File: config.mk
export PLATFORM = sky130hd
export DESIGN_NAME = pipe_hazard_ctrl
export DESIGN_NICKNAME = d
export VERILOG_FILES = /design/src/rtl/pipe_pkg.sv /design/src/rtl/fwd_sel.sv /design/src/rtl/pipe_hazard_ctrl.sv
export SDC_FILE = /design/constraint.sdc
export NUM_CORES = 1
export LEC_CHECK = 0
export ABC_AREA = 1
export CAP_MARGIN = 10
export CORE_ASPECT_RATIO = 0.7
export CORE_MARGIN = 3
export CORE_UTILIZATION = 50
export DETAILED_ROUTE_END_ITERATION = 6
export PLACE_DENSITY = 0.74
export SLEW_MARGIN = 25
export SYNTH_ARGS = -nofsm -noshare
export SYNTH_HDL_FRONTEND = slang
export SYNTH_SLANG_ARGS = --single-unit
File: constraint.sdc
create_clock -name clk -period 1.66 [get_ports clk]
set_input_delay 0.332 -clock clk [delete_from_list [all_inputs] [get_ports clk]]
set_output_delay 0.332 -clock clk [all_outputs]
set_load 0.005 [all_outputs]
File: src/rtl/pipe_pkg.sv
// rtl/pipe_pkg.sv - shared types and helpers for the pipeline hazard controller
package pipe_pkg;

  // Widest register index held in a shadow (NREG up to 32)
  localparam int REG_W_MAX = 5;

  typedef enum logic [1:0] {
    FWD_RF  = 2'b00,
    FWD_WB  = 2'b01,
    FWD_MEM = 2'b10
  } fwd_sel_t;

  typedef struct packed {
    logic                 valid;
    logic [REG_W_MAX-1:0] rd;
    logic                 regwrite;
    logic                 load;
    logic                 memacc;
  } stage_shadow_t;

  // Register index width for a given architectural register count
  function automatic int reg_w(input int nreg);
    return (nreg > 2) ? $clog2(nreg) : 1;
  endfunction

endpackage

File: src/rtl/fwd_sel.sv
// rtl/fwd_sel.sv - execute-stage forwarding selector for one source operand
module fwd_sel
  import pipe_pkg::*;
#(
  parameter int REG_W    = 5,
  parameter int LOAD_LAT = 1
) (
  input  logic [REG_W-1:0] i_src,
  input  logic             i_m_valid,
  input  logic             i_m_regwrite,
  input  logic             i_m_load,
  input  logic [REG_W-1:0] i_m_rd,
  input  logic             i_w_valid,
  input  logic             i_w_regwrite,
  input  logic [REG_W-1:0] i_w_rd,
  output fwd_sel_t         o_sel
);

  logic w_m_hit;
  logic w_w_hit;

  // With a registered data memory a load result is not yet available in M
  assign w_m_hit = i_m_valid && i_m_regwrite && (i_m_rd != '0) && (i_m_rd == i_src)
                   && !((LOAD_LAT == 2) && i_m_load);
  assign w_w_hit = i_w_valid && i_w_regwrite && (i_w_rd != '0) && (i_w_rd == i_src);

  // Youngest producer (M) wins over W; x0 never forwards
  always_comb begin
    o_sel = FWD_RF;
    if (w_m_hit) begin
      o_sel = FWD_MEM;
    end else if (w_w_hit) begin
      o_sel = FWD_WB;
    end
  end

endmodule

File: src/rtl/pipe_hazard_ctrl.sv
// rtl/pipe_hazard_ctrl.sv - stall/flush/forward control for the 5-stage core; HAZARD_PERF_EN adds event counters
module pipe_hazard_ctrl
  import pipe_pkg::*;
#(
  parameter int NREG     = 32,
  parameter int LOAD_LAT = 1
) (
  input  logic                   clk,
  input  logic                   rst,
  input  logic [reg_w(NREG)-1:0] Rs1_D,
  input  logic [reg_w(NREG)-1:0] Rs2_D,
  input  logic [reg_w(NREG)-1:0] Rd_D,
  input  logic                   RegWrite_D,
  input  logic                   Load_D,
  input  logic                   MemAcc_D,
  input  logic                   ImemValid_F,
  input  logic                   PCSrc_E,
  input  logic                   DmemReady_M,
  output logic                   Stall_F,
  output logic                   Stall_D,
  output logic                   Flush_D,
  output logic                   Stall_E,
  output logic                   Flush_E,
  output logic                   Stall_M,
  output logic [1:0]             ForwardA_E,
  output logic [1:0]             ForwardB_E,
  output logic                   Valid_E,
  output logic                   Valid_M,
  output logic                   Valid_W
`ifdef HAZARD_PERF_EN
  ,
  output logic [63:0]            StallCnt,
  output logic [63:0]            FlushCnt
`endif
);

  localparam int REG_W = reg_w(NREG);

  logic             r_v_d;
  stage_shadow_t    r_e;
  stage_shadow_t    r_m;
  stage_shadow_t    r_w;
  logic [REG_W-1:0] r_rs1_e;
  logic [REG_W-1:0] r_rs2_e;

  stage_shadow_t    w_d_shadow;
  logic [REG_W-1:0] w_rd_e;
  logic [REG_W-1:0] w_rd_m;
  logic [REG_W-1:0] w_rd_w;
  logic             w_hit_e;
  logic             w_hit_m;
  logic             w_lu_raw;
  logic             w_mem_wait;
  logic             w_redirect;
  logic             w_load_use;
  logic             w_fetch_wait;
  fwd_sel_t         w_fwd_a;
  fwd_sel_t         w_fwd_b;
  logic             w_unused;

  assign w_d_shadow = '{valid:    r_v_d,
                        rd:       REG_W_MAX'(Rd_D),
                        regwrite: RegWrite_D,
                        load:     Load_D,
                        memacc:   MemAcc_D};

  assign w_rd_e = r_e.rd[REG_W-1:0];
  assign w_rd_m = r_m.rd[REG_W-1:0];
  assign w_rd_w = r_w.rd[REG_W-1:0];

  // A producer in E or M hits the decode instruction when it writes a source it reads
  assign w_hit_e  = (w_rd_e != '0) && ((w_rd_e == Rs1_D) || (w_rd_e == Rs2_D));
  assign w_hit_m  = (w_rd_m != '0) && ((w_rd_m == Rs1_D) || (w_rd_m == Rs2_D));
  assign w_lu_raw = (r_e.valid && r_e.load && w_hit_e)
                    || ((LOAD_LAT == 2) && r_m.valid && r_m.load && w_hit_m);

  // Resolve hazard events in priority order: mem_wait, redirect, load_use, fetch_wait
  always_comb begin
    w_mem_wait   = r_m.valid && r_m.memacc && !DmemReady_M;
    w_redirect   = r_e.valid && PCSrc_E && !w_mem_wait;
    w_load_use   = w_lu_raw && !w_mem_wait && !w_redirect;
    w_fetch_wait = !ImemValid_F && !w_mem_wait && !w_redirect && !w_load_use;
  end

  assign Stall_F = w_mem_wait || w_load_use || w_fetch_wait;
  assign Stall_D = w_mem_wait || w_load_use;
  assign Stall_E = w_mem_wait;
  assign Stall_M = w_mem_wait;
  assign Flush_D = w_redirect || w_fetch_wait;
  assign Flush_E = w_redirect || w_load_use;

  assign Valid_E = r_e.valid;
  assign Valid_M = r_m.valid;
  assign Valid_W = r_w.valid;

  // W shadow keeps the full record for debug visibility; only rd/regwrite matter here
  assign w_unused = ^{r_w.load, r_w.memacc};

  // Advance, freeze or bubble the per-stage valid bits and register-usage shadows
  always_ff @(posedge clk) begin
    if (rst) begin
      r_v_d   <= 1'b0;
      r_e     <= '0;
      r_m     <= '0;
      r_w     <= '0;
      r_rs1_e <= '0;
      r_rs2_e <= '0;
    end else if (w_mem_wait) begin
      r_w <= '0;
    end else begin
      r_w <= r_m;
      r_m <= r_e;
      if (w_redirect || w_load_use) begin
        r_e     <= '0;
        r_rs1_e <= '0;
        r_rs2_e <= '0;
      end else begin
        r_e     <= w_d_shadow;
        r_rs1_e <= Rs1_D;
        r_rs2_e <= Rs2_D;
      end
      if (w_redirect || w_fetch_wait) begin
        r_v_d <= 1'b0;
      end else if (!w_load_use) begin
        r_v_d <= 1'b1;
      end
    end
  end

  fwd_sel #(.REG_W(REG_W), .LOAD_LAT(LOAD_LAT)) u_fwd_a (
    .i_src        (r_rs1_e),
    .i_m_valid    (r_m.valid),
    .i_m_regwrite (r_m.regwrite),
    .i_m_load     (r_m.load),
    .i_m_rd       (w_rd_m),
    .i_w_valid    (r_w.valid),
    .i_w_regwrite (r_w.regwrite),
    .i_w_rd       (w_rd_w),
    .o_sel        (w_fwd_a)
  );

  fwd_sel #(.REG_W(REG_W), .LOAD_LAT(LOAD_LAT)) u_fwd_b (
    .i_src        (r_rs2_e),
    .i_m_valid    (r_m.valid),
    .i_m_regwrite (r_m.regwrite),
    .i_m_load     (r_m.load),
    .i_m_rd       (w_rd_m),
    .i_w_valid    (r_w.valid),
    .i_w_regwrite (r_w.regwrite),
    .i_w_rd       (w_rd_w),
    .o_sel        (w_fwd_b)
  );

  assign ForwardA_E = w_fwd_a;
  assign ForwardB_E = w_fwd_b;

`ifdef HAZARD_PERF_EN
  logic [63:0] r_stall_cnt;
  logic [63:0] r_flush_cnt;

  // Count stall cycles and redirect events; both wrap naturally
  always_ff @(posedge clk) begin
    if (rst) begin
      r_stall_cnt <= '0;
      r_flush_cnt <= '0;
    end else begin
      if (w_load_use || w_mem_wait) begin
        r_stall_cnt <= r_stall_cnt + 64'd1;
      end
      if (w_redirect) begin
        r_flush_cnt <= r_flush_cnt + 64'd1;
      end
    end
  end

  assign StallCnt = r_stall_cnt;
  assign FlushCnt = r_flush_cnt;
`endif

endmodule

==> summary.txt <==
Status
  • Status: finished, violations left
  • Failing checks: negative setup slack

Clocking
  • TritonCTS clock tree: yes
  • Max clock buf depth: 2
  • # hold bufs at CTS: 0
  • Clock transition at the registers of the reported paths: roughly 70 ps
  • Worst skew pair latency: around 300 ps
  • Htree depth: 2
  • Root buf cell: clkbuf_8
  • Clock Sinks: 35
  • Num CTS Buffers: 5

Setup path
  • Kind of start point of the critical path: flip-flop
  • Crit-path leading delay family: simple AND/OR/NAND/NOR gates
  • Crit. End Element: primary output
  • CP max FO: 5
  • Worst EP arrival: 1520 ps
  • CP cell instances: nand2_1 > inv_1 > nor2_1 > nor2_1 > nand3_1 > nand2_2 > nand2_4 > nand2_1 > o21ai_1 > buf_2
  • Worst setup path class: flip-flop to primary output
  • Buf/Inv on CP: 2
  • Data required, critical path: between 1000 and 1500 ps
  • CP max stage delay: 340 ps
  • Slowest cell on the critical path: dfxtp_2

Synthesis
  • Top cell type's share of synthesized area: between 40% and 50%
  • Ys Warns: 0
  • Synth Area in Compound Gates: a little over an eighth
  • Post-synth EDFFs: 0
  • Fraction of the mapped netlist area in simple logic gates: a little over a quarter
  • Seq/Total Area, Yosys: approximately 40%
  • Cell variety after synth: 27
  • Syn avg cell area: approximately 7.5 um2
  • Ys async rst share: 0%
  • Synth Register Bits: 35
  • Ys flop type: dfxtp_1
  • Synthesized instance count: 232
  • Largest family of logic cells by synthesized area: simple AND/OR/NAND/NOR gates
  • Area of the mapped netlist: ~1700 um2
  • Main area contributors after synthesis: dfxtp_1 (40%), nand2_1 (10%), nand3_1 (6.6%)
  • Post-synthesis mux area share: 0%
  • Post-Synth Adder-Cell Area: 0%
  • Post-Synth XOR/XNOR Area: 11.0%
  • Syn Nets: roughly 260
  • Leading area contributor after synthesis: dfxtp_1

Power
  • Internal power: 1.37 mW
  • Post-layout power: between 1.5 and 2 mW
  • Sequential share of power: about half
  • VDD IR max: approximately 0.00053 V
  • P_leak: roughly 1.3 nW
  • Combinational power share: 19.6%
  • Pwr/cell area: between 600 and 700 nW/um2
  • Switch share: between 20% and 30%
  • Sw power: 0.544 mW
  • Clk pwr share: a little under a third

Routing
  • Drt drc: 0
  • Routed len/inst: about 16 um
  • Via density: 5.17
  • Antenna Nets Post-Route: 0
  • DR pass1 iterations: 4
  • DRT iter0 DRCs: roughly 170
  • Routed WL: 5760 um
  • DR vias: about 1,900

Global routing
  • GRT Residual Overflow: 0
  • Global-route wire length before repair: a little under 9000 um
  • Largest net degree at the start of global routing: 19
  • Antenna violations before repair: 0
  • All-Layer GR Usage: a little over a quarter
  • Vias in the first global route: 1,849

Die
  • Rows: 17
  • Core area: between 3000 and 4000 um2
  • Io pins: 36
  • Die height: about 55 um
  • Die X: about 77 um
  • Starting density of the core: 53.7%
  • Area of the die: around 4300 um2

Timing
  • Final period util: 112%
  • Endpoints failing hold: 0
  • Maximum clock frequency: around 540 MHz
  • RSZ-0062 raised after global routing: true
  • Final setup margin: -194 ps
  • Slew @ Worst Pin: between 300 and 400 ps
  • Final setup viols: 7
  • Final Skew: approximately 10 ps
  • Slew Viols, Final: 0
  • Slew HR: around four fifths
  • Minimum clock period: approximately 1900 ps

Run
  • Max-Cap Viols: 0

Finish
  • Area Growth Syn to Fin: 58.3%
  • Share of cells above drive strength 1: between 30 and 40%
  • Core Util, Final: a little under nine tenths
  • Antenna cells: 0
  • Post-layout net count: approximately 340

Placement
  • Number of I/O port buffers: 35
  • Setup WS pre-CTS: -726 ps
  • Dpl hpwl: between 3000 and 4000 um
  • Final GP Congestion: approximately 0.84

Hold path
  • Worst Hold Class: primary input to flip-flop
## worst min-delay path: stages
cell and delay (ps):
dlygate4sd2_1 260, nand2_1 90, o21ai_2 50
## final timing paths
kind	slack, ps	end	start	depth (start not counted)
hold reg to reg	510	r_w[2]$_SDFF_PP0_	r_m[2]$_SDFFE_PP0N_	2
hold / removal	500	r_rs1_e[4]$_SDFFE_PP0N_	Rs1_D[4]	3
setup / recovery	-190	Flush_D	w_rd_e[0]$_SDFFE_PP0N_	10
setup reg to reg	130	r_e[1]$_SDFFE_PP0N_	w_rd_e[1]$_SDFFE_PP0N_	11
## flip-flops by register name, indices dropped and copies added (netlist names)
register	cells
r_rs1_e	5
r_rs2_e	5
w_rd_e	5
w_rd_m	5
w_rd_w	5
r_e	3
r_m	2
Valid_E	1
Valid_M	1
Valid_W	1
r_v_d	1
r_w	1
## routing by layer
| metal | up-vias | wire length, um | GRT usage, % |
|---|---|---|---|
| met5 | - | 0 | 0 |
| met4 | 0 | 59 | 8.01 |
| met3 | 7 | 356 | 5.70 |
| met2 | 73 | 2930 | 45.0 |
| met1 | 879 | 2420 | 33.4 |
| li1 | 919 | - | - |
## power by group through the flow
stage,clock network (mW),logic (mW),registers (mW)
floorplan,0,0.150,0.932
global placement,0,0.315,0.935
detailed placement,0,0.320,0.936
CTS,0.607,0.342,0.922
global route,0.644,0.406,0.930
finish,0.609,0.375,0.928
## final cells by class
class	count	area, um2
clock buffer	6	72.6
multi-input combinational	161	1020
tap	47	58.8
sequential	35	737
inverter	27	104
timing repair buffer	85	757
fill	187	488
clock inverter	2	12.5
## through the flow
step	instance area, um2	cells	TNS (ps)	hold WS, ps
2_1_floorplan	1750	232	0	431
3_3_place_gp	2410	344	-10020	453
3_5_place_dp	2410	344	-9990	454
4_1_cts	2670	360	-588	483
5_1_grt	2770	363	-1320	506
6_report	2770	363	-794	496
## cells by family (layout without fill, tap and decap cells)
| family | after synthesis | count (layout) |
|---|---|---|
| AO/OA/AOI/OAI | 35 | 35 |
| AND/OR/NAND/NOR | 104 | 104 |
| XOR/XNOR | 22 | 22 |
| flip-flops | 35 | 35 |
| buffers and inverters | 36 | 120 |
## synth_stat cells, types with 3 or more instances
| cell | instances |
|---|---|
| a21oi_1 | 6 |
| buf_4 | 3 |
| clkbuf_1 | 3 |
| dfxtp_1 | 35 |
| inv_1 | 25 |
| nand2_1 | 48 |
| nand3_1 | 23 |
| nor2_1 | 19 |
| nor3_1 | 5 |
| o21ai_0 | 16 |
| o21ai_2 | 4 |
| o22ai_1 | 3 |
| o22ai_2 | 5 |
| xnor2_1 | 12 |
| xor2_1 | 10 |
## layout by cell type, fill, tap and decap left out, types with 8 or more instances in the layout
master,Yosys,final
buf_4,3,41
clkdlybuf4s50_1,0,14
dfxtp_1,35,20
dfxtp_2,0,8
dlygate4sd2_1,0,13
inv_1,25,20
nand2_1,48,46
nand3_1,23,19
nor2_1,19,18
o21ai_0,16,15
xnor2_1,12,8
xor2_1,10,10
## repair_timing
item,4_1_cts,5_1_grt
endpoints found under the hold margin,0,0
endpoints found under the setup margin,13,8
gates cloned,1,0
pin swaps,22,13
gates resized for setup,92,14
setup buffers,7,3
Power figures use the tool's default switching activity.
==> RTL change 1 (same settings) <==
Set the parameter `NREG` to 16 (it was 32). Comments in the files are not updated.
--- a/src/rtl/pipe_hazard_ctrl.sv
+++ b/src/rtl/pipe_hazard_ctrl.sv
@@ -2,7 +2,7 @@
 module pipe_hazard_ctrl
   import pipe_pkg::*;
 #(
-  parameter int NREG     = 32,
+  parameter int NREG     = 16,
   parameter int LOAD_LAT = 1
 ) (
   input  logic                   clk,
Interface: changed (resized Rd_D, Rs1_D and Rs2_D); port bits go from 36 to 33. No check against the original RTL was run, so the function may have changed too.
==> RTL change 1 against the unedited design <==
- the flow still finishes with violations (negative setup slack)
- power fell by 9.7%
- setup slack lost 0.070 ns
- sequential cell count down 5
- cell area shrank 9.6%
- routed wire length fell by 13%
- synthesized area decreased by 10%
- first-iteration DRC count shrank 60%
- sequential share of layout area shrank 1.6 points
- global-route usage is 0.36 points lower
- register-to-register slack lost 0.09 ns
- core utilization rose by 1.2 points
- count of clock-buffer cells in the layout unchanged
- highest routed layer unchanged
- critical path depth did not move
- synthesized cell count shrank 5.6%
==> RTL change 1: results (changes against the unedited design) <==
Synth
  • Post-Syn Nets: 239 (-6.3%)
  • Number of distinct library cells after synthesis: 22 (-19%)
  • Top cells by instance count after synthesis: sky130_fd_sc_hd__nand2_1 (52), sky130_fd_sc_hd__dfxtp_1 (30), sky130_fd_sc_hd__inv_1 (23)
  • Complex-gate fraction of the synthesized area: 17.2% (+3.8 points)
  • Most area-consuming cells after synthesis: sky130_fd_sc_hd__dfxtp_1 (38%), sky130_fd_sc_hd__nand2_1 (12%), sky130_fd_sc_hd__o21ai_0 (6.7%), sky130_fd_sc_hd__inv_1 (5.5%), sky130_fd_sc_hd__a21oi_1 (4.8%)
  • Sequential element share of the synthesized area: 38.3% (-1.8 points)
  • Area share of xor/xnor cells in the synthesized design: 6.70% (-4.3 points)

Pwr
  • Clk pwr: 0.000593 W (-3%)
  • Power dissipated in sequential cells: 0.000793 W (-15%)
  • Lkg Pwr: 1.20 nW (-7.5%)
  • Internal Pwr Total: 0.00125 W (-8.2%)
  • Comb. pwr: 0.000340 W (-9.3%)

STA
  • Transition at the pin with the smallest max-transition slack: 0.302 ns (-0.0194 ns)
  • Setup slack after layout: -0.263 ns (-0.0700 ns)
  • Endpoints failing setup: 8 (+1)
  • Final Skew: 0.00957 ns (-0.000407 ns)

Routing
  • DR WL met3: 351 um (-1.4%)
  • M1 WL: 2.07 mm (-14%)
  • Detailed route wirelength on metal2: 2.40 mm (-18%)
  • Post-Route WL: 5.02 mm (-13%)
  • 1st-iter DRT viols: 68 (-60%)
  • Router iterations before antenna repair: 5 (+1)
  • Post-DR vias/cell: 5.17 (about the same)

Layout
  • Antenna fix cells: 0 (unchanged)
  • Fin nets: 326 (-3.6%)
  • Fraction of final layout cells with drive strength greater than 1: 43.3% (+6.3 points)

Placement
  • Placed wire-length estimate after detailed placement: 2.89 mm (-12%)
  • Total cell area at the placement stage: 2220 um2 (-7.7%)
  • Pre-CTS setup slack: -0.742 ns (-0.0162 ns)
  • Port Buffers: 32 (-8.6%)
  • Final weighted congestion in routability-driven placement: 0.817 (-3.2%)

Global routing
  • First-pass GRT wire length: 7.51 mm (-15%)
  • All-layer global routing usage: 26.1% (-0.36 points)
  • Via count of the first global-routing pass: 1668 (-9.8%)
  • Maximum number of pins on one net before global-route repair: 27 (+8)
  • Initial antenna violation count: 0 (unchanged)
  • GR met3 Demand/Resource: 6.45% (+0.75 points)

Hold path
  • Endpoint with the worst hold slack: Valid_E
  • Hold Crit Class: flop to flop

Critical path
  • CP startpoint: r_e[5]
  • Critical Path Fanout Max: 4 (-1)
  • Crit Reg-Reg Endpoint: r_e[0]
  • Arrival @ worst endpoint: 1.59 ns (+0.07 ns)
  • Internal reg-to-reg setup slack: 0.04 ns (-0.09 ns)

Run status
  • Failing checks: negative setup slack
  • Run status: finished with violations

Clock tree
  • PostCTS Resize Cnt: 87 (-5.4%)
RTL change 1: cell types whose count changed in the layout (fill, tap and decap cells not counted), sizes merged, moves of 2 or more:
cell,unedited run,this run
a21oi,6,23
buf,57,69
clkinv,2,0
dfxtp,35,30
dlygate4sd2,13,9
nand2,50,61
nand3,24,6
nand4,2,6
nor2,21,16
nor3,5,2
o22ai,8,0
xnor2,12,8
xor2,10,4
RTL change 1: metrics by stage:
step	TNS [ns]	std cells	utilization, %	hold WS, ns
final	-1.47	341	86.2	0.462
after global routing	-2.51	341	86.2	0.489
after CTS	-0.976	339	83.9	0.461
after detailed placement	-8.36	322	76.6	0.452
after global placement	-8.21	322	76.6	0.447
after floorplan	0	219	-	0.401
RTL change 1: layout make-up:
class | instances | area, um2 | area share (%)
multi-input combinational | 151 | 875 | 35.0
timing repair buffer | 91 | 769 | 30.8
sequential | 30 | 626 | 25.0
inverter | 27 | 104 | 4.15
clock buffer | 6 | 82.6 | 3.30
tap | 36 | 45.0 | 1.80
==> RTL change 2 (config.mk and constraints unchanged) <==
Made on the original files. Add a define of `HAZARD_PERF_EN`.
--- a/src/rtl/pipe_hazard_ctrl.sv
+++ b/src/rtl/pipe_hazard_ctrl.sv
@@ -1,4 +1,6 @@
 // rtl/pipe_hazard_ctrl.sv - stall/flush/forward control for the 5-stage core; HAZARD_PERF_EN adds event counters
+`define HAZARD_PERF_EN
+
 module pipe_hazard_ctrl
   import pipe_pkg::*;
 #(
Function (old outputs only; new: FlushCnt and StallCnt): kept (equiv_simple and equiv_induct, registers matched by name and starting in step).
==> RTL change 2 against the unedited design <==
- the flow now stops in global routing
- synthesized cell count grew to 6.8 times the old value
- synthesized area increased to 5.6 times the old value
==> RTL change 2: results (changes against the unedited design) <==
Synth
  • Mux share of post-synthesis cell area: 0% (unchanged)
  • Area share of xor/xnor cells in the synthesized design: 5.15% (-5.9 points)
  • Most area-consuming cells after synthesis: sky130_fd_sc_hd__dfxtp_1 (33%), sky130_fd_sc_hd__nand2_1 (18%), sky130_fd_sc_hd__nor2_1 (10%), sky130_fd_sc_hd__a21oi_1 (6.4%), sky130_fd_sc_hd__nand3_1 (5.8%)
  • Sequential element share of the synthesized area: 33.1% (-7.0 points)
  • Commonest register cell after synthesis: sky130_fd_sc_hd__dfxtp_1
  • Number of distinct library cells after synthesis: 42 (+56%)
  • Number of warnings reported in the yosys synthesis log: 0 (unchanged)
  • Post-Syn Nets: 1608 (+530%)
  • FFs w/ async S/R, synth: 0% (unchanged)
  • Complex-gate fraction of the synthesized area: 9.27% (-4.0 points)
  • Top cells by instance count after synthesis: sky130_fd_sc_hd__nand2_1 (485), sky130_fd_sc_hd__nor2_1 (264), sky130_fd_sc_hd__dfxtp_1 (163)
  • Post-synthesis register bit count: 163 (+370%)
  • Synthesized-area fraction occupied by adder cells: 0.254% (+0.25 points)

Global routing
  • Initial antenna violation count: 9
  • Residual overflow from global routing: 26
  • Maximum number of pins on one net before global-route repair: 85
  • All-layer global routing usage: 71.5%

Clock tree
  • Number of clock buffers inserted by TritonCTS: 17 (+12)
  • Maximum clock path buffer count: 2 (unchanged)
  • CTS H-Tree Depth: 4 (+2)
  • Clock root buffer master: sky130_fd_sc_hd__clkbuf_16

Placement
  • Port Buffers: 163 (+370%)
  • Total cell area at the placement stage: 13700 um2 (+470%)
  • Placed wire-length estimate after detailed placement: 28.5 mm (+770%)
  • Final weighted congestion in routability-driven placement: 1.01 (+20%)

STA
  • Worst endpoint after global-route timing repair: Stall_F
  • Worst endpoint kind after the last repair: top-level output

Die
  • Horiz. Die Dim: 174 um (+130%)

Run status
  • Halt Reason: [ERROR GRT-0232] Routing congestion too high. Check the congestion heatmap in the GUI.
  • Run status: did not finish
  • Stage at which the run stopped: global routing
[RTL change 2: cell count changes after synthesis, moves of 28 or more]
cell	unedited run	this run
sky130_fd_sc_hd__nand3_1	23	114
sky130_fd_sc_hd__dfxtp_1	35	163
sky130_fd_sc_hd__inv_1	25	120
sky130_fd_sc_hd__o21ai_0	16	44
sky130_fd_sc_hd__nor2_1	19	264
sky130_fd_sc_hd__nand4_1	2	58
sky130_fd_sc_hd__nand2_1	48	485
sky130_fd_sc_hd__a21oi_1	6	126
[RTL change 2: timing repair]
action | in CTS
buffers inserted | 84
hold endpoints to repair | 0
endpoints found under the setup margin | 281
resized for setup | 447
cloned | 1
pin swaps | 45
[RTL change 2: logic make-up after synthesis]
group | Yosys count
AO/OA/AOI/OAI | 179
XOR/XNOR | 58
adder cells (fa/ha/maj) | 2
buffers and inverters | 181
flip-flops | 163
AND/OR/NAND/NOR | 1000
[RTL change 2: metal layers]
| metal | GRT usage, % | GRT overflow |
|---|---|---|
| met5 | 36.6 | 0 |
| met4 | 57.4 | 15 |
| met3 | 58.1 | 1 |
| met2 | 87.2 | 10 |
| met1 | 75.6 | 0 |
[RTL change 2: stage by stage]
step	setup WS [ns]	setup TNS, ns	hold WS (ns)	instances
after floorplan	0.0193	0	0.427	1583
after global placement	-0.766	-88.35	0.441	2233
after detailed placement	-0.841	-92.92	0.453	2233
after CTS	-0.395	-20.17	0.337	2349
